[src/rtl/cmd_arbiter_pkg.sv]
// Shared definitions for the two-requester command arbiter: FSM encoding,
// command codes, timeout default and the round-robin pick.
package cmd_arbiter_pkg;

   localparam int TIMEOUT_DEFAULT = 20;
   localparam int CNT_W           = 5;
   localparam int CMD_W           = 3;

   typedef enum logic [1:0] {
      ST_IDLE  = 2'd0,
      ST_ISSUE = 2'd1,
      ST_WAIT  = 2'd2,
      ST_RESP  = 2'd3
   } arb_state_e;

   typedef enum logic [CMD_W-1:0] {
      CMD_NOP    = 3'd0,
      CMD_PWR_UP = 3'd1,
      CMD_CAL    = 3'd2,
      CMD_LOCK   = 3'd3,
      CMD_TRIM   = 3'd4,
      CMD_MEAS   = 3'd5,
      CMD_PWR_DN = 3'd6,
      CMD_RESET  = 3'd7
   } cmd_code_e;

   // On a tie the requester that did not win last time is served.
   function automatic logic pick_grant(input logic full0, input logic full1,
                                       input logic last_grant);
      if (full0 && full1) return ~last_grant;
      return full0 ? 1'b0 : 1'b1;
   endfunction

endpackage

[src/rtl/cmd_arbiter_buffer.sv]
// One-entry holding buffer in front of the arbiter; ready depends only on
// the registered full flag, so there is no valid-to-ready path.
module req_buffer
   import cmd_arbiter_pkg::*;
(
   input  logic             clk,
   input  logic             rst_n,
   input  logic             valid_i,
   input  logic [CMD_W-1:0] cmd_i,
   input  logic             clear_i,
   output logic             ready_o,
   output logic             full_o,
   output logic [CMD_W-1:0] cmd_o
);

   logic             full_q, full_d;
   logic [CMD_W-1:0] cmd_q, cmd_d;

   always_comb begin
      full_d = full_q;
      cmd_d  = cmd_q;
      if (clear_i) begin
         full_d = 1'b0;
      end else if (valid_i && !full_q) begin
         full_d = 1'b1;
         cmd_d  = cmd_i;
      end
   end

   always_ff @(posedge clk or negedge rst_n) begin
      if (!rst_n) begin
         full_q <= 1'b0;
         cmd_q  <= '0;
      end else begin
         full_q <= full_d;
         cmd_q  <= cmd_d;
      end
   end

   assign ready_o = ~full_q;
   assign full_o  = full_q;
   assign cmd_o   = cmd_q;

endmodule

[src/rtl/cmd_arbiter.sv]
// Two-requester round-robin command arbiter driving a single sequencer,
// with a bounded wait for the sequencer's done edge.
//
// state    | meaning
// ST_IDLE  | no command in flight; grant when any buffer is full
// ST_ISSUE | issue_start pulse, issue_cmd presented
// ST_WAIT  | waiting for seq_done rising edge or timeout
// ST_RESP  | one-cycle response pulse to the granted requester
module cmd_arbiter
   import cmd_arbiter_pkg::*;
#(
   parameter int TIMEOUT_CYCLES = TIMEOUT_DEFAULT
) (
   input  logic       clk,
   input  logic       rst_n,
   input  logic       req0_valid,
   input  logic [2:0] req0_cmd,
   output logic       req0_ready,
   input  logic       req1_valid,
   input  logic [2:0] req1_cmd,
   output logic       req1_ready,
   output logic [2:0] issue_cmd,
   output logic       issue_start,
   input  logic       seq_done,
   output logic       resp0_valid,
   output logic       resp1_valid,
   output logic       resp_err,
   output logic       grant_id,
   output logic       busy
);

   localparam logic [CNT_W-1:0] CNT_LAST = CNT_W'(TIMEOUT_CYCLES - 1);

   arb_state_e       state_q;
   logic             grant_q, last_grant_q, done_q;
   logic [CNT_W-1:0] cnt_q;
   logic [2:0]       issue_cmd_q;
   logic             issue_start_q, resp0_q, resp1_q, resp_err_q;

   logic             full0, full1, clear0, clear1, pick, done_rise;
   logic [2:0]       cmd0, cmd1;

   assign clear0    = (state_q == ST_RESP) && (grant_q == 1'b0);
   assign clear1    = (state_q == ST_RESP) && (grant_q == 1'b1);
   assign pick      = pick_grant(full0, full1, last_grant_q);
   assign done_rise = seq_done && !done_q;

   req_buffer u_buf0 (
      .clk     (clk),
      .rst_n   (rst_n),
      .valid_i (req0_valid),
      .cmd_i   (req0_cmd),
      .clear_i (clear0),
      .ready_o (req0_ready),
      .full_o  (full0),
      .cmd_o   (cmd0)
   );

   req_buffer u_buf1 (
      .clk     (clk),
      .rst_n   (rst_n),
      .valid_i (req1_valid),
      .cmd_i   (req1_cmd),
      .clear_i (clear1),
      .ready_o (req1_ready),
      .full_o  (full1),
      .cmd_o   (cmd1)
   );

   always_ff @(posedge clk or negedge rst_n) begin
      if (!rst_n) begin
         state_q       <= ST_IDLE;
         grant_q       <= 1'b0;
         last_grant_q  <= 1'b1;
         done_q        <= 1'b1;
         cnt_q         <= '0;
         issue_cmd_q   <= '0;
         issue_start_q <= 1'b0;
         resp0_q       <= 1'b0;
         resp1_q       <= 1'b0;
         resp_err_q    <= 1'b0;
      end else begin
         done_q        <= seq_done;
         issue_start_q <= 1'b0;
         resp0_q       <= 1'b0;
         resp1_q       <= 1'b0;
         resp_err_q    <= 1'b0;
         unique case (state_q)
            ST_IDLE: begin
               if (full0 || full1) begin
                  grant_q       <= pick;
                  issue_cmd_q   <= pick ? cmd1 : cmd0;
                  issue_start_q <= 1'b1;
                  state_q       <= ST_ISSUE;
               end
            end
            ST_ISSUE: begin
               cnt_q   <= '0;
               state_q <= ST_WAIT;
            end
            ST_WAIT: begin
               // A done edge wins over a timeout landing on the same cycle.
               if (done_rise || (cnt_q == CNT_LAST)) begin
                  resp0_q    <= ~grant_q;
                  resp1_q    <= grant_q;
                  resp_err_q <= ~done_rise;
                  state_q    <= ST_RESP;
               end else begin
                  cnt_q <= cnt_q + 1'b1;
               end
            end
            ST_RESP: begin
               last_grant_q <= grant_q;
               state_q      <= ST_IDLE;
            end
            default: state_q <= ST_IDLE;
         endcase
      end
   end

   assign issue_cmd   = issue_cmd_q;
   assign issue_start = issue_start_q;
   assign resp0_valid = resp0_q;
   assign resp1_valid = resp1_q;
   assign resp_err    = resp_err_q;
   assign grant_id    = grant_q;
   assign busy        = (state_q != ST_IDLE);

endmodule
[config.mk]
export PLATFORM = sky130hd
export DESIGN_NAME = cmd_arbiter
export DESIGN_NICKNAME = d
export VERILOG_FILES = /design/src/rtl/cmd_arbiter_pkg.sv /design/src/rtl/cmd_arbiter_buffer.sv /design/src/rtl/cmd_arbiter.sv
export SDC_FILE = /design/constraint.sdc
export NUM_CORES = 1
export LEC_CHECK = 0
export ABC_CLOCK_PERIOD_IN_PS = 2300
export BUFFER_PORTS_ARGS = -buffer_cell sky130_fd_sc_hd__buf_2
export CAP_MARGIN = 20
export CORE_ASPECT_RATIO = 1.25
export CORE_MARGIN = 2
export CORE_UTILIZATION = 54
export CTS_CLUSTER_DIAMETER = 120
export DETAILED_ROUTE_END_ITERATION = 8
export PLACE_DENSITY = 0.8
export SYNTH_ARGS = -nofsm -noshare
export SYNTH_HDL_FRONTEND = slang
export SYNTH_SLANG_ARGS = --single-unit
[constraint.sdc]
create_clock -name clk -period 2.3 [get_ports clk]
set_clock_uncertainty 0.2 [all_clocks]
set_input_delay 0.345 -clock clk [delete_from_list [all_inputs] [get_ports clk]]
set_output_delay 0.345 -clock clk [all_outputs]
set_load 0.02 [all_outputs]
## Yosys cells after proc, flatten, opt, wreduce, memory -nomap -nowiden

Cells that the tools add are included.
W data, S select, Z words.

- Register bits: 25
- Logic and storage cells: 72

- Add/sub/neg operators: 1
- Equal/unequal tests: 7
- Mux-type cells: 22
- Bitwise gates (word level): 7
- Reductions and logical operators: 21

Operators with widths:

| kind | number |
|---|---|
| $mux W1 | 16 |
| $pmux W5 S2 | 1 |
| $reduce_and A2 Y1 | 5 |
| $pmux W2 S4 | 1 |
| $reduce_bool A2 Y1 | 4 |
| $not A1 Y1 | 7 |
| $logic_and A1 B1 Y1 | 6 |
| $ne A2 B2 Y1 const B | 3 |
| $add A5 B1 Y5 const B | 1 |
| $eq A5 B5 Y1 const B | 1 |
| $mux W5 | 1 |
| $eq A2 B2 Y1 const B | 2 |
| $mux W2 | 2 |
| $logic_not A1 Y1 | 3 |
| $mux W3 | 1 |
| $eq A2 B1 Y1 const B | 1 |
| $logic_not A2 Y1 | 1 |
| $logic_or A1 B1 Y1 | 2 |

## Longest topological paths before layout

Gate-level depths: netlist of run 1.

- Word-level depth: 5
- Mapped depth: 6
- Gate-level depth less buffers: 5

## Hierarchy

A second synthesis of run 1 with hierarchy kept.

- Cell total of the unflattened synthesis: 105
- Area, all modules: 1227.4 um^2

By module, submodules not included:

| module | instances | cells an instance | area each (um^2) | seq. area each (um^2) |
|---|---|---|---|---|
| cmd_arbiter | 1 | 83 | 899.6 | 427.9 |
| req_buffer | 2 | 11 | 163.9 | 100.1 |

## Worst setup path before layout of run 1

No wires, ideal clock.

- Path type: flip-flop to flip-flop
- Start point: register state_q[0]
- End point: register state_q[1]
- Setup time: 128 ps
- Data arrival time: 1346 ps
- Data required time: 1972 ps
- Setup slack: 626 ps
- Cell stages (with the launch flop): 6
- Path buffers: 1
- Period minus slack after synthesis: 1674 ps
- Cell sequence: dfrtp_1 -> inv_1 -> ha_1 -> clkbuf_1 -> a32oi_2 -> mux2_1

- Word-level cells in the longest chain between the ends: 3

Ends and longest elaborated chain:

| element | RTL line | source |
|---|---|---|
| from (decl) | cmd_arbiter.sv:34 | `arb_state_e state_q;` |
| from (signal assigned) | cmd_arbiter.sv:72 | `state_q <= ST_IDLE;` |
| from (signal assigned) | cmd_arbiter.sv:94 | `state_q <= ST_ISSUE;` |
| from (signal assigned) | cmd_arbiter.sv:99 | `state_q <= ST_WAIT;` |
| $eq A2 B2 Y1 / $logic_not A2 Y1 (equally long branches) | cmd_arbiter.sv:88 | `unique case (state_q)` |
| $ne A2 B2 Y1 (no source line) | n/a |  |
| $reduce_and A2 Y1 (no source line) | n/a |  |

Parallel ways exist; a longest one is shown, timed or not.
A chain may end at the register's enable or synchronous reset.

## Worst setup path after layout of run 1

- Start point: register state_q[0]
- End point: register cnt_q[4]

- Word-level cells in the longest chain between the ends: 3

Ends and longest elaborated chain:

| element | RTL line | source |
|---|---|---|
| $eq A2 B2 Y1 / $eq A2 B1 Y1 (equally long branches) | cmd_arbiter.sv:88 |  |
| $ne A2 B2 Y1 (no source line) / $reduce_bool A2 Y1 (equally long branches) | n/a |  |
| $reduce_and A2 Y1 (no source line) | n/a |  |
| to (signal assigned) | cmd_arbiter.sv:109 | `cnt_q <= cnt_q + 1'b1;` |
| to (decl) | cmd_arbiter.sv:36 | `logic [CNT_W-1:0] cnt_q;` |

Parallel ways exist; a longest one is shown, timed or not.

==> flow_summary.toml, run 1 <==
[final_layout]
antennaDiodeCount = 0
regArea_um2 = 628.1
final_area_um2 = 1386
multiInputGateArea_um2 = 519.2
nNetsFinal = 148
area_delta_synth_final_pct = 14.23
drive_gt1_frac = 0.2672
num-fill-cells = 180

[clock_network]
cts_tree = "yes"
htree_levels = 1
clk-insertion-delay-late_ns = 0.32
root_buffer = "clkbuf_4"
cts_setup_buffers = 0
clk_pin_slew_ns = 0.14
cts_resized = 0
numCtsBuffers = 3
clock_sinks = 25
cts_max_path_buffers = 2
cts_hold_repair.buffers = 2

[die]
dieArea_um2 = 2645
start_util = 0.5610
coreArea_um2 = 2163
die_w_um = 46.41
pin_count = 22
die_y_um = 57.01
std_cell_rows = 19

[drt]
vias = 875
drt_first_iter_violations = 24
avgViaCountPerCell = 5.401
drc = 0
wl_per_cell_um = 13.62
ant_nets = 0
wirelength_um = 2207
firstDrtPassIters = 4

[critical_path]
r2r_end = "cnt_q[4]"
criticalPathCategory = "reg2reg"
cpMostUsedCell = "inv_1"
slowest_delay_ns = 0.44
required_ns = 2.30
cp.depth = 5
arrival_ns = 1.88
r2r_start = "state_q[0]"
worstPathMaxFanout = 11
worst_path_max_delay_cell = "dfrtp_1"
rr_worst_depth = 5
start_kind = "flop"
path_cells = "inv_1 > ha_1 > inv_1 > o311ai_0 > o311ai_1"
crit_family = "compound AO/OA/AOI/OAI gates"
cp.buffers_inverters = 2
reg2reg_slack_ns = 0.42
crit_path_end_kind = "flop"

[power_and_ir_drop]
total_power_mw = 1.816
p_leak_nw = 0.6560
ir_drop_uv = 661.5
p_per_area_nw_per_um2 = 1310

[outcome]
status = "complete, no violations"

[hold_path]
hold_path_depth = 2
min-delay-start = "req0_cmd[0]"
hold_path_class = "in2reg"
hold_path_end = "u_buf0.cmd_o[0]"

[synthesis]
synth-seq-cells = 25
synth_area_leaders = "dfrtp_1 (47%), ha_1 (5.2%), dfstp_2 (4.3%)"
syn_area_per_cell_um2 = 11.24
synth_area_leader_cell = "dfrtp_1"
synth_top_area_frac = 0.4742
synth_nets = 124
synthCells = 108
synth_area_um2 = 1214
synth-warning-count = 0
synth_cell_types = 35
yosysSeqAreaShare = 0.5175

[placed_design]
post_dp_cell_area_um2 = 1336
hpwlAfterDp_um = 1728
routabilityCongestion = 0.8924
io_buffers = 21

[sta]
drv_slew = 0
setup_viol = 0
finalSetupTns_ns = 0
period_minus_slack_ns = 1.880
fin_crit_sh = 0.8174
fmax_ghz = 0.5319
relSlewSlack = 0.6500
grt_setup_unrepaired = "no"
finalHoldViolCount = 0
worst_pin_slew_ns = 0.5249

[global_routing]
grt_first_pass_wirelength_um = 3919
antenna_found_initial = 0
grt_max_degree = 26
grt_pass1_vias = 953
track_usage = 0.2015
overflow = 0

[run]
cap_viol_max_count = 0
-- synth_stat cells, drive strengths merged --
cell type / n
and3b: 1
buf: 3
nand2b: 2
and3: 2
a21oi: 3
mux2: 7
mux2i: 2
nand4bb: 1
a211oi: 1
o22a: 1
o32a: 1
nand3: 2
a31oi: 4
nor2b: 3
nor2: 7
o211ai: 3
a32oi: 1
nand2: 6
dfrtp: 23
nor4b: 1
o311ai: 2
nor3b: 1
o21ai: 5
dfstp: 2
o21a: 2
inv: 12
clkbuf: 1
a311o: 1
o2111ai: 1
and2b: 1
nand4: 1
ha: 5
-- sequential cells by signal, summed over array words and instances (netlist names) --
name	flops
issue_start	1
last_grant_q	1
done_q	1
u_buf1.cmd_o	3
resp_err	1
state_q	2
u_buf1.full_o	1
cnt_q	5
u_buf0.full_o	1
issue_cmd	3
resp0_valid	1
resp1_valid	1
u_buf0.cmd_o	3
grant_id	1
-- placed cells by master (no fill, tap or decap), drive strengths merged, types with 2 or more instances in the layout --
master / count
clkbuf: 3
mux2: 7
dfrtp: 23
buf: 21
ha: 5
nand3: 2
o311ai: 2
inv: 12
nor2: 7
dfstp: 2
o21a: 2
dlygate4sd3: 2
a31oi: 4
nand2: 6
nand2b: 2
mux2i: 2
o211ai: 3
o21ai: 5
a21oi: 3
and3: 2
nor2b: 3
-- power breakdown --
group / switching (mW) / internal (mW) / total (mW)
clock: 0.136 / 0.0666 / 0.202
sequential: 0.169 / 0.637 / 0.806
combinational: 0.456 / 0.352 / 0.808
total: 0.761 / 1.06 / 1.82
-- cells by family (layout without fill, tap and decap cells) --
group | after synthesis | count (layout) | share of synthesized area
AOI/OAI and AO/OA | 25 | 25 | 0.1495
adders and majority gates | 5 | 5 | 0.05155
buffers and inverters | 16 | 39 | 0.05464
DFF | 25 | 25 | 0.5175
muxes | 9 | 9 | 0.08144
and+or+nand+nor | 28 | 28 | 0.1454
-- worst register-to-register path, cell delays in order (launching register included) --
cell and delay [ns]:
dfrtp_1 0.44, inv_1 0.10, ha_1 0.38, inv_1 0.15, o311ai_0 0.35, o311ai_1 0.15
-- per-layer routing --
metal	global-route usage	routed length (um)
met5	0	0
met3	0.04430	69
met2	0.3214	1158
met1	0.2259	888
met4	0.1469	91
-- how the worst max path moves through the flow --
stage,from,endpoint,slack (ns)
floorplan,state_q[0],state_q[1],0.63
global placement,state_q[0],cnt_q[4],0.56
detailed placement,state_q[0],cnt_q[4],0.44
CTS,state_q[0],cnt_q[4],0.43
global route,state_q[0],cnt_q[3],0.30
finish,state_q[0],cnt_q[4],0.42
-- metrics by stage --
| stage | utilization | std cells | hold slack [ns] | setup WS, ns |
|---|---|---|---|---|
| global placement | 0.6177 | 156 | 0.1499 | 0.5568 |
| detailed placement | 0.6177 | 156 | 0.1604 | 0.4366 |
| global route | 0.6408 | 162 | 0.02423 | 0.2986 |
| CTS | 0.6408 | 162 | 0.01801 | 0.4256 |
| finish | 0.6408 | 162 | 0.02664 | 0.4200 |
| floorplan | - | 108 | -0.1506 | 0.6263 |
-- cell type report --
type | count | share of cell area
inverter | 12 | 0.03249
multi-input combinational | 67 | 0.3745
clock buffer | 3 | 0.01625
clock inverter | 1 | 0.005415
sequential | 25 | 0.4531
tap | 31 | 0.02798
timing repair buffer | 23 | 0.09025
No activity file was read; power rests on OpenSTA's default activity.
==> run 2: changes to the inputs <==
- ABC_AREA: not set -> 1
- ABC_CLOCK_PERIOD_IN_PS: 2300 -> 1890
- CORE_UTILIZATION: 54 -> 53
- PLACE_DENSITY: 0.8 -> 0.79
- clock period: 2.3 -> 1.89 ns (I/O delays scaled with it)
==> run 2 against run 1 <==
  * Sequential share of layout area is 0.16 points higher
  * Worst hold slack worse by 0.021 ns
  * Critical path depth is 1 lower
  * Largest cell class unchanged
==> flow_summary.toml, run 2 <==
[outcome]
status = "complete, no violations"

[placed_design]
routabilityCongestion = 0.7923
hpwlAfterDp_um = 1644
place_ws_ns = 0.2115
io_buffers = 21

[drt]
wl_per_cell_um = 11.05
top_layer_used = "met4"
firstDrtPassIters = 6
drc = 0
vias = 942
drt_first_iter_violations = 21
dr_wl_met2_um = 1205
avgViaCountPerCell = 4.856
wirelength_um = 2143
wl_met3_um = 47
ant_nets = 0
wl_met1_um = 847

[final_layout]
regMostFlops = "cnt_q"
antennaDiodeCount = 0
final_common_cell = "nand2_1"
largest_reg_flops = 5
nNetsFinal = 180
area_delta_synth_final_pct = 16.58
final_cell_mix = "nand2_1 (38), dfrtp_1 (23), buf_2 (20)"
drive_gt1_frac = 0.2515

[synthesis]
synth_area_um2 = 1185
synth_top_area_frac = 0.4857
syn_area_per_cell_um2 = 8.777
synth-warning-count = 0
synth_area_leader_cell = "dfrtp_1"
synth_cell_types = 22
ys.flop_type = "dfrtp_1"
synthArstFlopShare = 1.000
yosysSeqAreaShare = 0.5301
yosysMostFrequentCell = "nand2_1"
synthTopCellsByCount = "nand2_1 (38), dfrtp_1 (23), inv_1 (15), nand3_1 (15), nor2_1 (11)"
synth-seq-cells = 25
synthCells = 135
synth_area_leaders = "dfrtp_1 (49%), nand2_1 (12%), nand3_1 (6.3%)"
synth_edf_count = 0
synth_nets = 151

[die]
die_w_um = 46.29
dieArea_um2 = 2632
coreArea_um2 = 2163
pin_count = 22
die_y_um = 56.87
start_util = 0.5477
std_cell_rows = 19

[power_and_ir_drop]
ir_drop_uv = 827.4
p_per_area_nw_per_um2 = 1528
total_power_mw = 2.110
p_leak_nw = 0.7576

[clock_network]
clk_pin_slew_ns = 0.13
cts_tree = "yes"
htree_levels = 1
clk-insertion-delay-late_ns = 0.31
cts_max_path_buffers = 2
root_buffer = "clkbuf_4"
clock_sinks = 25
numCtsBuffers = 3

[hold_path]
hold_path_end = "u_buf1.cmd_o[0]"
min-delay-start = "req1_cmd[0]"
hold_path_depth = 3
hold_path_class = "in2reg"

[critical_path]
required_ns = 1.41
arrival_ns = 1.34
criticalPathCategory = "reg2out"
crit_path_end_kind = "output port"
worstPathMaxFanout = 4
rr_worst_depth = 7
start_kind = "flop"
reg2reg_slack_ns = 0.19
r2r_start = "state_q[0]"
r2r_end = "cnt_q[0]"

[sta]
setup_viol = 0
worst_pin_slew_ns = 0.5499
fmax_ghz = 0.5484
worst_slack_ns = 0.06635
fin_crit_sh = 0.9649
drv_slew = 0
relSlewSlack = 0.6334
finalHoldViolCount = 0
period_minus_slack_ns = 1.824

[global_routing]
antenna_found_initial = 0
grt_pass1_vias = 932
grt_first_pass_wirelength_um = 3588
track_usage = 0.1858
overflow = 0
grt_max_degree = 26

[run]
cap_viol_max_count = 0
==> run 2: cell types whose count changed after synthesis, sizes merged, moves of 3 or more <==
cell and change:
inv +7, mux2 -7, nand3 +14, a21oi +5
o21ai -3, a31oi -4, nor2 +5, nor2b -3
o211ai -3, nand2 +36
==> run 2: layer usage <==
metal | vias up | global-route usage
li1 | 474 | -
met5 | - | 0
met2 | 16 | 0.3433
met3 | 5 | 0.02894
met4 | 0 | 0.07347
met1 | 447 | 0.1950
==> run 2: timing repair <==
item / in CTS / in global routing
hold buffers: 2 / 0
hold endpoints to repair: 24 / 0
resized for setup: 0 / 1
buffers inserted: 0 / 2
setup endpoints to repair: 0 / 1
==> run 2: kinds of logic (layout without fill, tap and decap cells) <==
family                     count (synthesis)  count (layout)  share of synthesized area
AOI/OAI and AO/OA                         11              11                    0.06442
xor gates and xnor gates                   2               2                    0.01479
adders and majority gates                  5               5                    0.05280
buffers and inverters                     20              48                    0.06969
DFF                                       25              25                     0.5301
and+or+nand+nor                           72              72                     0.2682
==> run 2: worst max path at each step <==
stage	start	endpoint	slack, ns	depth (start not counted)
2_1_floorplan	state_q[0]	cnt_q[0]	0.44	8
3_3_place_gp	state_q[0]	cnt_q[0]	0.30	7
3_5_place_dp	state_q[0]	cnt_q[0]	0.21	7
4_1_cts	state_q[0]	busy	0.03	4
5_1_grt	state_q[0]	busy	-0.005	4
6_report	state_q[0]	busy	0.07	4
==> run 2: through the flow <==
stage                TNS [ns]  cells  area, um2    util  hold WS (ns)
global placement            0    186       1318  0.6090       0.09691
global route        -0.004587    194       1381  0.6385      0.005420
detailed placement          0    186       1318  0.6090        0.1062
CTS                         0    192       1364  0.6304      0.002913
floorplan                   0    135       1185       -       -0.2121
finish                      0    194       1381  0.6385      0.005326
==> run 2: final cells by class <==
class | count | area (um2)
clock buffers | 4 | 26.28
fillers | 188 | 782.0
inverters | 19 | 71.32
multi-input cells | 90 | 474.2
flip-flops and latches | 25 | 628.1
well taps | 31 | 38.79
repair buffers | 25 | 142.6
==> run 2: power by group <==
group	leakage, nW	switching, mW	internal (mW)	total, mW
clock	0.0150	0.151	0.0825	0.234
combinational	0.442	0.647	0.366	1.01
sequential	0.300	0.122	0.741	0.863
total	0.758	0.920	1.19	2.11
==> run 2: critical path, cell delays in order, from the launching register on <==
cell     delay, ns
dfrtp_1       0.42
inv_1         0.09
ha_1          0.21
inv_1         0.14
buf_4         0.17
==> run 3: changes to the inputs <==
- PLACE_DENSITY: 0.79 -> 0.84
==> run 3 against run 2 <==
  * Sequential cell count did not move
  * Die area did not move
  * Clock power rose by 2%
  * Highest routed layer unchanged
  * Maximum frequency rose by 1.7%
==> flow_summary.toml, run 3 (synthesis results as in run 2) <==
[die]
start_util = 0.5477
pin_count = 22
std_cell_rows = 19
dieArea_um2 = 2632
die_y_um = 56.87
coreArea_um2 = 2163
die_w_um = 46.29

[critical_path]
criticalPathCategory = "reg2out"
rr_worst_depth = 7
crit_path_end_kind = "output port"
worstPathMaxFanout = 4
start_kind = "flop"
r2r_start = "state_q[0]"
required_ns = 1.41
reg2reg_slack_ns = 0.17
r2r_end = "cnt_q[0]"
arrival_ns = 1.31

[final_layout]
largest_reg_flops = 5
regMostFlops = "cnt_q"
final_common_cell = "nand2_1"
fin_cells = 194
area_delta_synth_final_pct = 16.58
nNetsFinal = 180
antennaDiodeCount = 0
final_cell_mix = "nand2_1 (38), dfrtp_1 (23), buf_2 (21)"
final_area_um2 = 1381
drive_gt1_frac = 0.2515

[sta]
relSlewSlack = 0.6390
grt_setup_unrepaired = "no"
setup_viol = 0
worst_slack_ns = 0.09754
fmax_ghz = 0.5579
finalHoldViolCount = 0
worst_pin_slew_ns = 0.5416
drv_slew = 0
finalSetupTns_ns = 0
period_minus_slack_ns = 1.792
fin_crit_sh = 0.9484

[placed_design]
io_buffers = 21
place_ws_ns = 0.2197
hpwlAfterDp_um = 1763
post_dp_cell_area_um2 = 1318
dp.cells = 186
routabilityCongestion = 0.8353

[drt]
wl_per_cell_um = 12.15
avgViaCountPerCell = 4.928
wirelength_um = 2358
firstDrtPassIters = 4
drt_first_iter_violations = 11
vias = 956
drc = 0
ant_nets = 0

[global_routing]
track_usage = 0.2053
grt.busiest_layer = "met2"
grt_first_pass_wirelength_um = 3905
grt_pass1_vias = 941
grt_use_met1 = 0.2385
met3_usage = 0.01929
grt_max_degree = 26
overflow = 0
met2_usage = 0.3631
antenna_found_initial = 0

[power_and_ir_drop]
ir_drop_uv = 873.8
p_leak_nw = 0.7551
p_per_area_nw_per_um2 = 1549
total_power_mw = 2.140

[hold_path]
hold_path_class = "in2reg"
min-delay-start = "req0_cmd[2]"
hold_path_depth = 3
hold_path_end = "u_buf0.cmd_o[2]"

[run]
cap_viol_max_count = 0

[clock_network]
root_buffer = "clkbuf_4"
htree_levels = 1
clk-insertion-delay-late_ns = 0.32
clk_pin_slew_ns = 0.14
cts_tree = "yes"
numCtsBuffers = 3
clock_sinks = 25
cts_max_path_buffers = 2

[outcome]
status = "complete, no violations"
[run 3: repair_timing]
item | in CTS | in global routing
resized for setup | 0 | 1
hold endpoints to repair | 25 | 0
endpoints found under the setup margin | 0 | 1
setup buffers | 0 | 1
hold buffers | 3 | 0
[run 3: where the power goes]
| group | leakage (nW) | switching, mW | internal [mW] | total, mW |
|---|---|---|---|---|
| logic | 0.440 | 0.684 | 0.352 | 1.04 |
| registers | 0.300 | 0.124 | 0.742 | 0.865 |
| clock network | 0.0150 | 0.156 | 0.0825 | 0.238 |
| total | 0.755 | 0.964 | 1.18 | 2.14 |
[run 3: worst max-delay path by stage]
stage                     from       end  slack (ns)  cells past startpoint
floorplan           state_q[0]  cnt_q[0]        0.44                      8
global placement    state_q[0]  cnt_q[0]        0.31                      7
detailed placement  state_q[0]  cnt_q[0]        0.22                      7
CTS                 state_q[0]      busy        0.03                      4
global route        state_q[0]      busy        0.04                      4
finish              state_q[1]      busy         0.1                      4
[run 3: layer usage]
layer,routed length (um),vias to the layer above
li1,-,478
met1,938,459
met2,1331,15
met3,52,4
met4,36,0
met5,0,-
[run 3: final cells by class]
type / instances / area [um2]
Clock buffer: 4 / 26.28
Sequential cell: 25 / 628.1
Multi-Input combinational cell: 90 / 474.2
Tap cell: 31 / 38.79
Fill cell: 181 / 782.0
Timing Repair Buffer: 25 / 142.6
Inverter: 19 / 71.32
[run 3: critical path: stages, from the launching register on]
cell and delay, ns:
dfrtp_1 0.43, inv_1 0.08, ha_1 0.20, inv_2 0.10, buf_2 0.17
[run 3: stage by stage]
| step | util | hold slack [ns] |
|---|---|---|
| floorplan | - | -0.2121 |
| global placement | 0.6090 | 0.08874 |
| detailed placement | 0.6090 | 0.1001 |
| CTS | 0.6350 | 0.01402 |
| global route | 0.6385 | 0.001964 |
| finish | 0.6385 | 0.01650 |
